[src/rtl/move_sequencer.sv]
// Turn-based chess move controller.
// Two clicks per move, mask-checked, committed with two board writes.
module move_sequencer #(
  parameter bit START_COLOR = 1'b0,
  parameter bit PROMOTE_EN  = 1'b1
) (
  input  logic        clk,
  input  logic        rst,
  input  logic        click_valid,
  input  logic [5:0]  click_pos,
  output logic [5:0]  board_rd_addr,
  input  logic [3:0]  board_rd_data,
  output logic        board_we,
  output logic [5:0]  board_wr_addr,
  output logic [3:0]  board_wr_data,
  output logic [4:0]  ml_figure,
  output logic [5:0]  ml_position,
  input  logic [63:0] ml_moves,
  output logic        sel_valid,
  output logic [5:0]  sel_pos,
  output logic [63:0] moves_mask,
  output logic        turn,
  output logic        move_done,
  output logic        illegal,
  output logic        game_over,
  output logic        winner
);

  typedef enum logic [3:0] {
    IDLE, RD_SRC, CHK_SRC, EVAL, WAIT_DST,
    RD_DST, CHK_DST, WR_DST, WR_SRC, DONE
  } state_t;

  state_t      state, nstate;
  logic [5:0]  src, dst;
  logic [3:0]  src_code;
  logic [2:0]  cap_type;

  logic        click_ok;
  logic [2:0]  rd_type;
  logic        rd_col;
  logic        src_bad, own_dst, dst_bad;
  logic        last_row, promote;

  assign click_ok = click_valid & ~game_over;
  assign rd_type  = board_rd_data[2:0];
  assign rd_col   = board_rd_data[3];
  assign src_bad  = (rd_type == 3'd0) | (rd_col != turn);
  assign own_dst  = (rd_type != 3'd0) & (rd_col == turn);
  assign dst_bad  = ~moves_mask[dst] | (rd_type != 3'd0);
  assign last_row = src_code[3] ? (dst[5:3] == 3'd0)
                                : (dst[5:3] == 3'd7);
  assign promote  = PROMOTE_EN && (src_code[2:0] == 3'd1)
                    && last_row;

  // State register
  always_ff @(posedge clk) begin
    if (rst) state <= IDLE;
    else     state <= nstate;
  end

  // Next-state selection
  always_comb begin
    nstate = state;
    unique case (state)
      IDLE:     if (click_ok) nstate = RD_SRC;
      RD_SRC:   nstate = CHK_SRC;
      CHK_SRC:  nstate = src_bad ? IDLE : EVAL;
      EVAL:     nstate = WAIT_DST;
      WAIT_DST: begin
        if (click_ok) begin
          if (click_pos == src) nstate = IDLE;
          else                  nstate = RD_DST;
        end
      end
      RD_DST:   nstate = CHK_DST;
      CHK_DST: begin
        if (own_dst)      nstate = EVAL;
        else if (dst_bad) nstate = WAIT_DST;
        else              nstate = WR_DST;
      end
      WR_DST:   nstate = WR_SRC;
      WR_SRC:   nstate = DONE;
      DONE:     nstate = IDLE;
      default:  nstate = IDLE;
    endcase
  end

  // Board write port, strictly one write per state
  always_comb begin
    board_we      = 1'b0;
    board_wr_addr = 6'd0;
    board_wr_data = 4'd0;
    if (state == WR_DST) begin
      board_we      = 1'b1;
      board_wr_addr = dst;
      board_wr_data = promote ? {src_code[3], 3'd5}
                              : src_code;
    end else if (state == WR_SRC) begin
      board_we      = 1'b1;
      board_wr_addr = src;
    end
  end

  // Selection, mask, turn and status registers
  always_ff @(posedge clk) begin
    if (rst) begin
      board_rd_addr <= '0;
      ml_figure     <= '0;
      ml_position   <= '0;
      sel_valid     <= 1'b0;
      sel_pos       <= '0;
      moves_mask    <= '0;
      turn          <= START_COLOR;
      move_done     <= 1'b0;
      illegal       <= 1'b0;
      game_over     <= 1'b0;
      winner        <= 1'b0;
      src           <= '0;
      dst           <= '0;
      src_code      <= '0;
      cap_type      <= '0;
    end else begin
      illegal   <= 1'b0;
      move_done <= 1'b0;
      case (state)
        IDLE: begin
          if (click_ok) begin
            board_rd_addr <= click_pos;
            src           <= click_pos;
          end
        end
        CHK_SRC: begin
          if (src_bad) begin
            illegal <= 1'b1;
          end else begin
            ml_figure   <= {1'b0, board_rd_data};
            ml_position <= src;
            src_code    <= board_rd_data;
          end
        end
        EVAL: begin
          moves_mask <= ml_moves;
          sel_valid  <= 1'b1;
          sel_pos    <= src;
        end
        WAIT_DST: begin
          if (click_ok) begin
            if (click_pos == src) begin
              sel_valid  <= 1'b0;
              moves_mask <= '0;
            end else begin
              board_rd_addr <= click_pos;
              dst           <= click_pos;
            end
          end
        end
        CHK_DST: begin
          if (own_dst) begin
            src         <= dst;
            src_code    <= board_rd_data;
            ml_figure   <= {1'b0, board_rd_data};
            ml_position <= dst;
          end else if (dst_bad) begin
            illegal <= 1'b1;
          end else begin
            cap_type <= rd_type;
          end
        end
        DONE: begin
          move_done  <= 1'b1;
          sel_valid  <= 1'b0;
          moves_mask <= '0;
          if (cap_type == 3'd6) begin
            game_over <= 1'b1;
            winner    <= turn;
          end else begin
            turn <= ~turn;
          end
        end
        default: ;
      endcase
    end
  end

endmodule

[config.mk]
export PLATFORM = sky130hd
export DESIGN_NAME = move_sequencer
export DESIGN_NICKNAME = d
export VERILOG_FILES = /design/src/rtl/move_sequencer.sv
export SDC_FILE = /design/constraint.sdc
export NUM_CORES = 1
export LEC_CHECK = 0
export CAP_MARGIN = 20
export CORE_ASPECT_RATIO = 1.2
export CORE_MARGIN = 10
export CORE_UTILIZATION = 40
export CTS_CLUSTER_SIZE = 12
export DETAILED_ROUTE_END_ITERATION = 10
export PLACE_DENSITY = 0.75
export SYNTH_ARGS = -nofsm -noshare
export SYNTH_HDL_FRONTEND = slang
export SYNTH_SLANG_ARGS = --single-unit
[constraint.sdc]
create_clock -name clk -period 2.1 [get_ports clk]
set_clock_uncertainty 0.2 [all_clocks]
set_input_delay 0.21 -clock clk [delete_from_list [all_inputs] [get_ports clk]]
set_output_delay 0.21 -clock clk [all_outputs]
set_load 0.02 [all_outputs]
==> impl_metrics.json <==
{
  "p_total_mw": 5.52,
  "clk_latency_ns": 0.35,
  "rsz0062_at_grt": "yes",
  "fp.dieArea_sq_um": 17000,
  "crit_top_cell": "nand2_1",
  "crit_family": "multiplexers",
  "final_antenna_net_count": 0,
  "fin_ws_ns": -0.0572,
  "core_area_sq_um": 12000,
  "p_per_area_nw_per_um2": 725,
  "fin_crit_ns": 2.16,
  "syn_nets": 599,
  "regArea_sq_um": 2230,
  "cp-start-kind": "flip-flop",
  "synth_area_leaders": "dfxtp_1, a22oi_1, mux2i_1",
  "outcome": "finished, violations left",
  "finalHoldViolCount": 0,
  "slew_headroom_pct": 60.7,
  "syn_avg_cell_area_sq_um": 9.29,
  "tightestPinTransition_ns": 0.588,
  "root_buffer": "clkbuf_16",
  "gp_congestion": 0.913,
  "synth_top_area_share_pct": 45.8,
  "clock_path_buffers": 2,
  "power.leakage_nw": 2.90,
  "wl_per_cell_microns": 18.6,
  "maxCapViolations": 0,
  "grt_pass1_vias": 4895,
  "io_buffers": 179,
  "multiInputGateArea_sq_um": 2510,
  "crit_fanout": 8,
  "post-route-drc-count": 0,
  "seq_area_frac_synth_pct": 45.8,
  "cp_slowest_cell": "mux4_2",
  "synthArstFlopShare_pct": 0,
  "final_cell_area_sq_um": 7610,
  "die_height_microns": 141,
  "synth_warnings": 0,
  "fmax_mhz": 464,
  "rows": 44,
  "slowest_delay_ns": 0.52,
  "placed_cells": 874,
  "track_usage_pct": 19.0,
  "layout-drive-gt1-share_pct": 16.6,
  "placed_area_sq_um": 7160,
  "required_ns": 2.16,
  "setup_violations": 6,
  "synthFlopType": "dfxtp_1",
  "grt_max_degree": 72,
  "clkTransAtPathRegs_ns": 0.07,
  "cp.buffers_inverters": 1,
  "whs_ns": 0.0463,
  "slew_violations": 0,
  "syn_inst": 522,
  "peakVddDrop_mv": 0.367,
  "cp_cell_sequence": "buf_12, mux4_2, mux2i_2, a22oi_1, nand2_1, nand2_1, a311oi_1",
  "ctsHtreeMaxLevel": 3,
  "areaGrowthSynthToFinish_pct": 56.9,
  "synth_edf_count": 0,
  "dr.first_iter.drc_count": 419,
  "tns_ns": -0.322,
  "cts.sinks": 111,
  "avgViaCountPerCell": 5.29,
  "ys_types": 41,
  "start_util_pct": 40.4,
  "vias": 4734,
  "antenna_found_initial": 0,
  "first_pass_iters": 6,
  "dieWidth_microns": 121,
  "cts-buffers-inserted": 9,
  "grt_pass1_wl_microns": 26300,
  "endpoint_kind": "flip-flop",
  "ios": 181,
  "failed_checks": "negative setup slack",
  "synthMostInstantiatedCell": "nor2_1",
  "yosys.area.top_type": "dfxtp_1",
  "overflow": 0,
  "hold_path.class": "in2reg",
  "synth_common_cells": "nor2_1, dfxtp_1, a22oi_1, mux2i_1, nand2_1",
  "crit_type": "reg2reg",
  "post_layout_nonfiller_instances": 895,
  "ys_seq_elements": 111,
  "diodes": 0,
  "drt-total-wl_microns": 16600,
  "dp_hpwl_microns": 12600,
  "nets": 806,
  "fin_crit_sh_pct": 103,
  "num-fill-cells": 1060,
  "holdBufCountCts": 0,
  "cts_tree": "yes",
  "arrival_ns": 2.22,
  "syn-cell-area_sq_um": 4850
}
==> state kept, by name (all words and copies together), names as in the netlist <==
register and cells:
src 6, ml_position 6, winner 1, illegal 1, game_over 1, move_done 1
moves_mask 64, sel_pos 6, sel_valid 1, cap_type 3, board_rd_addr 6, state 4
ml_figure 4, turn 1, dst 6
==> worst paths after layout <==
kind                                 start  slack [ns]  cells past startpoint    endpoint
worst max register to register      dst[1]       -0.06                      7     illegal
worst max-delay path                dst[1]       -0.06                      7     illegal
worst min register to register  sel_pos[1]        0.25                      2  sel_pos[1]
worst min-delay path                   rst        0.05                      2      dst[4]
==> cell type report <==
cell class                      instances  area share, %
Inverter                                3          0.148
Clock buffer                           10           3.01
Sequential cell                       111           29.3
Timing Repair Buffer                  240           30.8
Tap cell                              161           2.65
Clock inverter                          6           1.20
Multi-Input combinational cell        364           32.9
==> per-stage QoR <==
step	utilization, %	setup slack, ns
2_1_floorplan	-	0.0337
3_3_place_gp	59.7	-0.292
3_5_place_dp	59.7	-0.298
4_1_cts	62.6	-0.0948
5_1_grt	63.4	-0.192
6_report	63.4	-0.0572
==> kinds of logic (layout without fill, tap and decap cells) <==
logic type      Yosys count  count (layout)  share of synthesized area [%]
simple gates            189             189                           16.6
flops                   111             111                           45.8
compound gates          107             107                           15.5
mux                      59              59                           16.1
buf+inv                  47             259                           4.54
xor+xnor                  8               8                           1.44
other cells               1               1                         0.0773
==> power by group <==
group          switching (mW)  internal, mW
logic                   0.671         0.694
clock network           0.788          1.06
registers              0.0959          2.22
==> what timing repair did <==
action | in CTS | in global routing
setup endpoints to repair | 17 | 42
gates resized for setup | 55 | 19
cloned | 0 | 1
pin swaps | 4 | 7
setup buffers | 1 | 3
==> metal layers <==
layer	vias to the layer above	wire, microns	track usage [%]
met4	0	353	6.55
met1	2246	6670	21.7
li1	2261	-	-
met5	-	0	0
met2	202	8240	32.8
met3	25	1360	5.91
==> cell usage in the layout, fill, tap and decap left out, types with 4 or more instances in the layout <==
cell type,n
dfxtp_1,109
clkdlybuf4s50_1,167
nor2_1,116
nand2_1,33
clkdlybuf4s15_2,4
xnor2_1,6
buf_12,7
clkbuf_16,10
buf_4,56
a22oi_1,66
a21oi_1,17
nor2b_1,5
a211oi_1,6
mux2i_1,44
nand3b_1,5
mux4_2,12
and2_1,4
(Power assumes the default switching activity.)
